## src/rtl/mealy_moore_robot_if.sv

```systemverilog
// rtl/mealy_moore_robot_if.sv - sensor/command bundle between robot controller and map simulator
interface mealy_moore_robot_if;
  // Sensors: obstacle ahead, wall on left
  logic h;
  logic l;
  // Commands: step forward, rotate 90 degrees right
  logic f_mealy;
  logic r_mealy;
  logic f_moore;
  logic r_moore;

  // Map/simulator side: drives sensors, receives commands
  modport master (
    output h,
    output l,
    input  f_mealy,
    input  r_mealy,
    input  f_moore,
    input  r_moore
  );

  // Controller side: reads sensors, issues commands
  modport slave (
    input  h,
    input  l,
    output f_mealy,
    output r_mealy,
    output f_moore,
    output r_moore
  );
endinterface

```

## src/rtl/mealy_moore_robot.sv

```systemverilog
// rtl/mealy_moore_robot.sv - left-wall-following robot with parallel Mealy and Moore controllers
module mealy_moore_robot #(
  parameter int CLK_FREQ = 7
) (
  input  logic          initial_clk,
  input  logic          rst_n,
  output logic          clk_out,
  mealy_moore_robot_if.slave bus
);

  localparam int CW = (CLK_FREQ > 1) ? $clog2(CLK_FREQ) : 1;

  typedef enum logic [2:0] {
    S_SEARCH = 3'd0,
    S_FOLLOW = 3'd1,
    S_ROTATE = 3'd2,
    S_LEFT1  = 3'd3,
    S_LEFT2  = 3'd4,
    S_LEFT3  = 3'd5,
    S_CORNER = 3'd6
  } moore_state_t;

  typedef enum logic [1:0] {
    M_SEARCH = 2'd0,
    M_FOLLOW = 2'd1,
    M_TURN1  = 2'd2,
    M_TURN2  = 2'd3
  } mealy_state_t;

  logic [CW-1:0] count;
  logic          wrap;
  logic          tick;

  moore_state_t  moore_state;
  moore_state_t  moore_next;
  logic          moore_fwd;

  mealy_state_t  mealy_state;
  mealy_state_t  mealy_next;
  logic          mealy_fwd;

  // The tick is the cycle whose closing edge raises clk_out, so both FSMs
  // advance on exactly the edge the external map sees clk_out rise.
  assign wrap = (count == CW'(CLK_FREQ - 1));
  assign tick = wrap & ~clk_out;

  // Divider: count 0..CLK_FREQ-1, toggle clk_out on wrap
  always_ff @(posedge initial_clk) begin
    if (!rst_n) begin
      count   <= '0;
      clk_out <= 1'b0;
    end else if (wrap) begin
      count   <= '0;
      clk_out <= ~clk_out;
    end else begin
      count   <= count + 1'b1;
    end
  end

  // Moore state register, advanced only on tick
  always_ff @(posedge initial_clk) begin
    if (!rst_n) begin
      moore_state <= S_SEARCH;
    end else if (tick) begin
      moore_state <= moore_next;
    end
  end

  // Moore next state from state and sensors; forward decoded from state only
  always_comb begin
    moore_next = moore_state;
    moore_fwd  = 1'b1;
    case (moore_state)
      S_SEARCH: begin
        moore_fwd = 1'b1;
        if (bus.h)      moore_next = S_ROTATE;
        else if (bus.l) moore_next = S_FOLLOW;
        else            moore_next = S_SEARCH;
      end
      S_FOLLOW: begin
        moore_fwd = 1'b1;
        if (bus.h)      moore_next = S_ROTATE;
        else if (bus.l) moore_next = S_FOLLOW;
        else            moore_next = S_LEFT1;
      end
      S_ROTATE: begin
        moore_fwd = 1'b0;
        if (bus.h)      moore_next = S_ROTATE;
        else if (bus.l) moore_next = S_FOLLOW;
        else            moore_next = S_SEARCH;
      end
      // Three right turns make the left turn around the lost wall's corner
      S_LEFT1: begin
        moore_fwd  = 1'b0;
        moore_next = S_LEFT2;
      end
      S_LEFT2: begin
        moore_fwd  = 1'b0;
        moore_next = S_LEFT3;
      end
      S_LEFT3: begin
        moore_fwd  = 1'b0;
        moore_next = S_CORNER;
      end
      // Step past the corner before re-acquiring the wall
      S_CORNER: begin
        moore_fwd = 1'b1;
        if (bus.h)      moore_next = S_ROTATE;
        else if (bus.l) moore_next = S_FOLLOW;
        else            moore_next = S_SEARCH;
      end
      // Unused encoding: behave as search and recover on the next tick
      default: begin
        moore_fwd  = 1'b1;
        moore_next = S_SEARCH;
      end
    endcase
  end

  // Mealy state register, advanced only on tick
  always_ff @(posedge initial_clk) begin
    if (!rst_n) begin
      mealy_state <= M_SEARCH;
    end else if (tick) begin
      mealy_state <= mealy_next;
    end
  end

  // Mealy next state and command from state plus live sensors
  always_comb begin
    mealy_next = mealy_state;
    mealy_fwd  = 1'b1;
    case (mealy_state)
      M_SEARCH: begin
        if (bus.h) begin
          mealy_fwd  = 1'b0;
          mealy_next = M_FOLLOW;
        end else begin
          mealy_fwd  = 1'b1;
          mealy_next = bus.l ? M_FOLLOW : M_SEARCH;
        end
      end
      M_FOLLOW: begin
        if (bus.h) begin
          mealy_fwd  = 1'b0;
          mealy_next = M_FOLLOW;
        end else if (bus.l) begin
          mealy_fwd  = 1'b1;
          mealy_next = M_FOLLOW;
        end else begin
          // Wall lost: first of three right turns
          mealy_fwd  = 1'b0;
          mealy_next = M_TURN1;
        end
      end
      M_TURN1: begin
        mealy_fwd  = 1'b0;
        mealy_next = M_TURN2;
      end
      M_TURN2: begin
        mealy_fwd  = 1'b0;
        mealy_next = M_SEARCH;
      end
      default: begin
        mealy_fwd  = 1'b1;
        mealy_next = M_SEARCH;
      end
    endcase
  end

  // Commands are one-hot out of reset and all low while reset is held
  assign bus.f_moore = rst_n &  moore_fwd;
  assign bus.r_moore = rst_n & ~moore_fwd;
  assign bus.f_mealy = rst_n &  mealy_fwd;
  assign bus.r_mealy = rst_n & ~mealy_fwd;

endmodule

```

## src/flat_wrapper.sv

```systemverilog
// flat-port wrapper written by rule: the top's interface ports become plain ports
module mealy_moore_robot_flat 
#(
  parameter int CLK_FREQ = 7
)
  (initial_clk, rst_n, clk_out, bus_h, bus_l, bus_f_mealy, bus_r_mealy, bus_f_moore, bus_r_moore);
  mealy_moore_robot_if bus_i ();
  input  logic initial_clk;
  input  logic rst_n;
  output logic clk_out;
  input wire logic [$bits(bus_i.h)-1:0] bus_h;
  input wire logic [$bits(bus_i.l)-1:0] bus_l;
  output wire logic [$bits(bus_i.f_mealy)-1:0] bus_f_mealy;
  output wire logic [$bits(bus_i.r_mealy)-1:0] bus_r_mealy;
  output wire logic [$bits(bus_i.f_moore)-1:0] bus_f_moore;
  output wire logic [$bits(bus_i.r_moore)-1:0] bus_r_moore;
  assign bus_i.h = bus_h;
  assign bus_i.l = bus_l;
  assign bus_f_mealy = bus_i.f_mealy;
  assign bus_r_mealy = bus_i.r_mealy;
  assign bus_f_moore = bus_i.f_moore;
  assign bus_r_moore = bus_i.r_moore;
  mealy_moore_robot #(.CLK_FREQ(CLK_FREQ)) u_core (.initial_clk(initial_clk), .rst_n(rst_n), .clk_out(clk_out), .bus(bus_i));
endmodule
```

## config.mk

```make
export PLATFORM = sky130hd
export DESIGN_NAME = mealy_moore_robot_flat
export DESIGN_NICKNAME = d
export VERILOG_FILES = /design/src/rtl/mealy_moore_robot_if.sv /design/src/rtl/mealy_moore_robot.sv /design/src/flat_wrapper.sv
export SDC_FILE = /design/constraint.sdc
export NUM_CORES = 1
export LEC_CHECK = 0
export BUFFER_PORTS_ARGS = -buffer_cell sky130_fd_sc_hd__buf_2
export CAP_MARGIN = 20
export CORE_AREA = 4 4 41 43
export DETAILED_ROUTE_END_ITERATION = 12
export DIE_AREA = 0 0 45 47
export GPL_ROUTABILITY_DRIVEN = 0
export SETUP_SLACK_MARGIN = 0.02
export SKIP_CTS_REPAIR_TIMING = 1
export SYNTH_ARGS = -nofsm -noshare
export SYNTH_HDL_FRONTEND = slang
export SYNTH_SLANG_ARGS = --single-unit
export TNS_END_PERCENT = 30
```

## constraint.sdc

```tcl
create_clock -name initial_clk -period 1.7 [get_ports initial_clk]
set_input_delay 0.085 -clock initial_clk [delete_from_list [all_inputs] [get_ports initial_clk]]
set_output_delay 0.085 -clock initial_clk [all_outputs]
set_load 0.005 [all_outputs]
```

Word-level counts from Yosys, hierarchy flattened:

Index checks and enable logic that the tools add are counted.

* $add $sub $neg: 1
* eq/ne operators: 10
* multiplexer cells: 15
* bitwise gates (word level): 8
* reductions and logical operators: 6

Operator list (count)
* one-hot mux 3 bit (5 select lines): 1
* equality test 3 bit, second input constant: 4
* 2-to-1 mux 2 bit: 4
* one-hot mux 2 bit (4 select lines): 1
* equality test 3 x 2 -> 1 bit, second input constant: 2
* 2-to-1 mux 1 bit: 6
* 2-to-1 mux 3 bit: 2
* AND 1 bit: 5
* equality test 2 bit, second input constant: 2
* OR reduction 2 bit: 2
* OR reduction 4 bit: 1
* adder 3 x 1 -> 3 bit, second input constant: 1
* equality test 3 x 1 -> 1 bit, second input constant: 1
* zero test 3 bit: 1
* NOT 1 bit: 3
* one-hot mux 1 bit (3 select lines): 1
* OR reduction 3 bit: 1
* equality test 2 x 1 -> 1 bit, second input constant: 1
* zero test 2 bit: 1

* bits in registers: 9
* output and inout bits: 5

Depth between registers and ports, before layout:

Gate-level depths: netlist of the first run.

* depth in word-level cells: 5
* depth in mapped cells: 5
* depth with buffers taken out: 5

Worst setup path after synthesis of the first run:

OpenSTA, ideal clock, no wires.

* path kind: reg2reg
* start point: reg u_core.count[0]
* end point: reg u_core.moore_state[2]
* arrival: 1186 ps
* required time: 1630 ps
* path slack: 444 ps
* stages on the path, launching flop included: 6
* buffers on the path: 0
* clock period less this slack: 1256 ps
* cell sequence: dfxtp_1 > inv_1 > ha_1 > nand3b_4 > or4_1 > a21oi_1

* cells in the longest elaborated chain, start to end: 2

Ends and longest elaborated chain
* from (decl): RTL line mealy_moore_robot.sv:30 `logic [CW-1:0] count;`
* from (signal assigned): RTL line mealy_moore_robot.sv:56 `count <= count + 1'b1;`
* equality test 3 bit: RTL line mealy_moore_robot.sv:44 `assign wrap = (count == CW'(CLK_FREQ - 1));`
* AND 1 bit: RTL line mealy_moore_robot.sv:45 `assign tick = wrap & ~clk_out;`
* to (signal assigned): RTL line mealy_moore_robot.sv:65 `moore_state <= moore_next;`
* to (decl): RTL line mealy_moore_robot.sv:34 `moore_state_t moore_state;`

Every way passes these cells.
A chain may end at the register's enable or synchronous reset.

Worst setup path after layout of the first run:

Ends and elaborated chain as after synthesis.

==> results of run 1 <==
-- metal layers --
metal	GRT usage, %	vias to the layer above
met4	10.5	0
met2	13.8	14
met3	2.68	4
li1	-	219
met1	15.4	175
met5	0	-
-- path summary, 6_finish.rpt --
| path | to | slack, ps | cells after the start |
|---|---|---|---|
| worst min-delay path | u_core.count[1]$_SDFF_PP0_ | 130 | 3 |
| worst max-delay path | u_core.moore_state[2]$_SDFFE_PN0P_ | 320 | 5 |
| worst min register to register | u_core.count[0]$_SDFF_PP0_ | 440 | 1 |
| worst max register to register | u_core.moore_state[2]$_SDFFE_PN0P_ | 320 | 5 |
-- cells by family after synthesis --
kind of cell    Yosys count
compound gates           13
xor+xnor                  1
fa+ha+maj                 2
buf+inv                   6
flops                     9
simple gates             25
-- power by group through the flow --
stage / Combinational (W) / Sequential [W] / Clock, W
6_report: 0.0000405 / 0.000224 / 0.000167
5_1_grt: 0.0000466 / 0.000225 / 0.000181
4_1_cts: 0.0000411 / 0.000224 / 0.000173
3_5_place_dp: 0.0000409 / 0.000228 / 0
3_3_place_gp: 0.0000405 / 0.000228 / 0
2_1_floorplan: 0.0000254 / 0.000227 / 0
-- through the flow --
step                      area [µm²]  setup slack [ps]
after global placement           520               398
final                            547               324
after detailed placement         520               335
after global routing             547               223
after CTS                        547               326
after floorplan                  462               444
-- final cells by class --
cell class,instances,share of cell area (%)
multi-input cells,41,47.4
flip-flops and latches,9,33.0
repair buffers,8,7.32
clock buffers,4,4.81
inverters,6,4.12
well taps,15,3.43
-- critical path: cells and delay by family, from the launching register on --
family | cells | cell delay, ps
compound gates | 1 | 140
fa+ha+maj | 1 | 240
buf+inv | 1 | 60
flops | 1 | 320
simple gates | 2 | 560
-- cells in the final DEF, fill, tap and decap left out, types with 2 or more instances in the layout --
cell      n
o21ai_0   3
nor2_1    7
ha_1      2
dfxtp_1   9
nor3_1    2
nand2b_1  2
clkbuf_4  3
nand2_1   4
buf_2     8
a21oi_1   6
inv_1     6
==> impl_metrics.py, run 1 <==
metrics = {
    "floorplan": {
        "dieArea_um2": 2120,
        "die_width_um": 45,
        "fp-row-count": 13,
        "fp.dieH_um": 47,
        "io_pins": 9,
        "core_um2": 1300,
        "start_util_pct": 35.5,
    },
    "hold_path": {
        "hold_path.class": "in -> reg",
        "hp-start": "rst_n",
    },
    "pwr": {
        "peakVddDrop_mv": 0.564,
        "seqPwrFrac_pct": 51.9,
        "clkPwrFrac_pct": 38.7,
        "share_comb_of_total_power_pct": 9.4,
        "leakage_nw": 0.252,
        "p_total_w": 0.000431,
        "netSwitchingFraction_pct": 24.3,
        "power.density_nw_per_um2": 788,
        "internal_power_w": 0.000326,
        "p_switching_w": 0.000105,
    },
    "synthesis": {
        "synthDistinctLibCells": 24,
        "yosysSeqAreaShare_pct": 39.0,
        "synth_top_cell_by_area": "dfxtp_1",
        "netlist_area_um2": 462,
        "synthTopCellsByArea": "dfxtp_1 (39%), a21oi_1 (6.5%), nor2_1 (5.7%)",
        "ys_ff_latch": 9,
        "synth-async-reset-ratio_pct": 0,
        "synth_edf_count": 0,
        "synth_top_cell_area_share_pct": 39.0,
        "synth_ff_type": "dfxtp_1",
        "synth_adder_area_share_pct": 5.42,
        "synth_common_cells": "dfxtp_1 (9), nor2_1 (7), a21oi_1 (6), inv_1 (6), nand2_1 (4)",
        "yosysMostFrequentCell": "dfxtp_1",
        "yosysWarnings": 0,
        "syn_nets": 62,
        "syn_inst": 56,
        "syn_area_per_cell_um2": 8.24,
        "synth-xor-area-share_pct": 1.90,
        "synth-simple-area-share_pct": 32.0,
        "synth_compound_area_share_pct": 16.8,
        "synth_top_family_by_area": "simple AND/OR/NAND/NOR gates",
        "synth_mux_area_share_pct": 0,
    },
    "place": {
        "dp_cells": 79,
        "io_buffers": 8,
        "hpwlAfterDp_um": 685,
    },
    "setup_path": {
        "crit_required_ps": 1890,
        "critPathLaunchType": "flop",
        "worst_ep_arrival_time_ps": 1570,
        "path_max_fanout": 8,
        "endpoint_kind": "flop",
        "startpoint": "u_core.count[0]$_SDFF_PP0_",
        "crit_type": "reg -> reg",
        "r2r_start": "u_core.count[0]$_SDFF_PP0_",
        "critPathMaxStageDelay_ps": 420,
        "slowest_stage": "or4_1",
        "crit_chain": "inv_1 -> ha_1 -> nand3b_4 -> or4_1 -> a21oi_1",
    },
    "grt": {
        "grt_usage_pct": 11.2,
        "grt_start_max_net_pins": 9,
        "grt_overflow": 0,
        "grt_pass1_vias": 379,
        "antenna_found_initial": 0,
        "grt_pass1_wl_um": 1630,
    },
    "routing": {
        "detail_route.wl_per_cell_um": 11.3,
        "wl_met3_um": 65,
        "routed.top_layer": "met4",
        "drt_iter0_markers": 9,
        "drt_pre_antenna_iters": 4,
        "via_count": 412,
        "drt_wl_total_um": 942,
        "viasPerCell": 4.96,
        "met2_length_um": 355,
        "ant_nets": 0,
        "wl_met1_um": 488,
        "drc": 0,
    },
    "finish": {
        "final_cells": 83,
        "area_growth_pct": 18.4,
        "multi_input_area_um2": 259,
        "fillers": 153,
        "layout-drive-gt1-share_pct": 19.1,
        "diodes": 0,
        "area.sequential_um2": 180,
        "finalNetCount": 75,
        "fin_util_pct": 42.0,
    },
    "timing": {
        "fmax_mhz": 727,
        "min_period_ps": 1380,
        "grt_setup_unrepaired": "false",
        "whs_ps": 132,
        "finalClockSkew_ps": 4.84,
        "hold_violations": 0,
        "period_share_pct": 80.9,
        "fin_tns_setup_ps": 0,
        "maxSlewHeadroom_pct": 73.6,
        "worst_slew_pin_slew_ps": 386,
        "finalSetupViolations": 0,
        "maxSlewViolCount": 0,
    },
    "clocking": {
        "path_clk_slew_ps": 60,
        "cts_tree": "built",
        "cts_buffers": 3,
        "htreeDepth": 1,
        "cts_sinks": 9,
        "clockBufferDepth": 2,
        "clk_latency_ps": 260,
        "cts-root-buf": "clkbuf_4",
    },
    "status": {
        "status": "finished clean",
    },
    "run": {
        "cap_violations": 0,
    },
}
Power figures use the tool's default switching activity.
==> run 2: changes to the inputs <==
--- a/config.mk
+++ b/config.mk
@@ -5,6 +5,7 @@
 export SDC_FILE = /design/constraint.sdc
 export NUM_CORES = 1
 export LEC_CHECK = 0
+export ABC_AREA = 1
 export BUFFER_PORTS_ARGS = -buffer_cell sky130_fd_sc_hd__buf_2
 export CAP_MARGIN = 20
 export CORE_AREA = 4 4 41 43
==> constraint.sdc (replaced) <==
create_clock -name initial_clk -period 1.1 [get_ports initial_clk]
set_input_delay 0.055 -clock initial_clk [delete_from_list [all_inputs] [get_ports initial_clk]]
set_output_delay 0.055 -clock initial_clk [all_outputs]
set_load 0.005 [all_outputs]
==> run 2 against run 1 <==
Die area is the same. First-iteration DRC count down 56%. Register-to-register slack lost 290 ps. Critical path type unchanged. Largest cell class unchanged.
==> impl_metrics.py, run 2 <==
metrics = {
    "status": {
        "status": "finished clean",
    },
    "synthesis": {
        "yosysWarnings": 0,
        "synth_top_family_by_area": "simple AND/OR/NAND/NOR gates",
        "syn_inst": 70,
        "synthDistinctLibCells": 16,
        "synth_top_cell_area_share_pct": 36.1,
        "ys_ff_latch": 9,
        "synth_mux_area_share_pct": 0,
        "synthTopCellsByArea": "dfxtp_1 (36%), nand2_1 (19%), nor2_1 (5.3%)",
        "synth_adder_area_share_pct": 5.01,
        "synth-async-reset-ratio_pct": 0,
        "netlist_area_um2": 499,
        "synth-simple-area-share_pct": 37.3,
        "synth-xor-area-share_pct": 1.75,
        "synth_ff_type": "dfxtp_1",
        "synth_edf_count": 0,
        "synth_top_cell_by_area": "dfxtp_1",
        "synth_common_cells": "nand2_1 (25), dfxtp_1 (9), nor2_1 (7), a21oi_1 (5)",
        "yosysSeqAreaShare_pct": 36.1,
        "synth_compound_area_share_pct": 13.8,
        "yosysMostFrequentCell": "nand2_1",
        "syn_nets": 76,
        "syn_area_per_cell_um2": 7.13,
    },
    "floorplan": {
        "die_width_um": 45,
        "fp-row-count": 13,
        "core_um2": 1300,
        "start_util_pct": 38.4,
        "dieArea_um2": 2120,
        "io_pins": 9,
        "fp.dieH_um": 47,
    },
    "setup_path": {
        "worst_ep_arrival_time_ps": 1210,
        "crit_required_ps": 1240,
        "critPathMaxStageDelay_ps": 320,
        "path_max_fanout": 7,
        "endpoint_kind": "flop",
        "critPathLaunchType": "flop",
        "slowest_stage": "dfxtp_2",
        "crit_type": "reg -> reg",
        "crit_chain": "inv_2 -> ha_4 -> nand2_4 -> nor2_8 -> inv_4 -> a21oi_2 -> nor2_1",
        "crit_buf_inv": 2,
        "critPathTopFamily": "flip-flops",
    },
    "clocking": {
        "path_clk_slew_ps": 50,
        "clockBufferDepth": 2,
        "cts_buffers": 3,
        "cts_tree": "built",
        "cts-root-buf": "clkbuf_4",
        "htreeDepth": 1,
        "clk_latency_ps": 250,
        "cts_sinks": 9,
    },
    "run": {
        "cap_violations": 0,
    },
    "timing": {
        "maxSlewHeadroom_pct": 84.4,
        "maxSlewViolCount": 0,
        "finalClockSkew_ps": 1.52,
        "period_share_pct": 97.3,
        "worst_slew_pin_slew_ps": 234,
        "finalSetupViolations": 0,
        "fmax_mhz": 934,
        "setup_slack_ps": 29.6,
        "hold_violations": 0,
        "min_period_ps": 1070,
        "grt_setup_unrepaired": "true",
    },
    "finish": {
        "diodes": 0,
        "fin_area_um2": 679,
        "layout_commonest_cell": "nand2_1",
        "layout-drive-gt1-share_pct": 47.1,
        "final_cell_mix": "nand2_1 (22), buf_2 (8), nor2_1 (6), a21oi_1 (5), buf_4 (5)",
        "fillers": 133,
        "fin_util_pct": 52.2,
        "multi_input_area_um2": 327,
        "area.sequential_um2": 193,
        "finalNetCount": 94,
        "area_growth_pct": 36.1,
    },
    "place": {
        "place_ws_ps": -7.50,
        "dpl_cell_area_um2": 573,
        "hpwlAfterDp_um": 726,
        "io_buffers": 8,
    },
    "routing": {
        "detail_route.wl_per_cell_um": 10.2,
        "drc": 0,
        "drt_iter0_markers": 4,
        "via_count": 487,
        "drt_wl_total_um": 1040,
        "viasPerCell": 4.77,
        "drt_pre_antenna_iters": 4,
        "ant_nets": 0,
    },
    "pwr": {
        "power.density_nw_per_um2": 991,
        "peakVddDrop_mv": 0.731,
        "leakage_nw": 0.318,
    },
    "grt": {
        "grt_pass1_wl_um": 1620,
        "antenna_found_initial": 0,
        "grt_overflow": 0,
        "grt_pass1_vias": 411,
        "grt_usage_pct": 10.8,
        "grt_start_max_net_pins": 10,
    },
    "hold_path": {
        "hold_path.class": "in -> reg",
    },
}
run 2: cells by family (layout without fill, tap and decap cells):
family / count (synthesis) / after routing
AOI/OAI and AO/OA: 10 / 10
xor gates and xnor gates: 1 / 1
adders and majority gates: 2 / 2
buffers and inverters: 8 / 25
DFF: 9 / 9
and+or+nand+nor: 40 / 40
run 2: worst reg2reg max path, stage by stage (launching register included):
cell	delay [ps]
dfxtp_2	320
inv_2	60
ha_4	130
nand2_4	60
nor2_8	170
inv_4	70
a21oi_2	100
nor2_1	60
run 2: stage by stage:
| stage | std cells | hold WS (ps) | TNS [ps] | power, W |
|---|---|---|---|---|
| after floorplan | 70 | 199 | 0 | 0.000397 |
| after global placement | 95 | 347 | 0 | 0.000423 |
| after detailed placement | 95 | 347 | -7.50 | 0.000424 |
| after CTS | 99 | 76.0 | -223 | 0.000671 |
| after global routing | 102 | 104 | -142 | 0.000717 |
| final | 102 | 78.9 | 0 | 0.000674 |
run 2: final cells by class:
type / instances / area share, %
Multi-Input combinational cell: 53 / 48.1
Sequential cell: 9 / 28.4
Timing Repair Buffer: 13 / 11.4
Inverter: 8 / 5.52
Clock buffer: 4 / 3.87
Tap cell: 15 / 2.76
run 2: final timing paths:
path,start,slack [ps],end,depth (start not counted)
hold reg to reg,flop,500,flop,2
hold / removal,rst_n,80,u_core.mealy_state[0]$_SDFFE_PN0P_,3
setup reg to reg,u_core.count[0]$_SDFF_PP0_,30,u_core.mealy_state[0]$_SDFFE_PN0P_,7
setup / recovery,u_core.count[0]$_SDFF_PP0_,30,u_core.mealy_state[0]$_SDFFE_PN0P_,7
run 2: layer usage:
layer	wire length [µm]	share of wire, %	up-vias	GRT usage, %
met5	0	0	-	0
met4	10	0.96	0	3.51
met3	65	6.3	2	5.75
met2	513	49	9	16.1
met1	448	43	220	13.5
li1	-	-	256	-
run 2: power breakdown:
group | internal (W) | switching, W | leakage [nW]
combinational | 0.0000418 | 0.0000460 | 0.227
sequential | 0.000335 | 0.0000123 | 0.0763
clock | 0.000139 | 0.000100 | 0.0150
total | 0.000515 | 0.000158 | 0.318
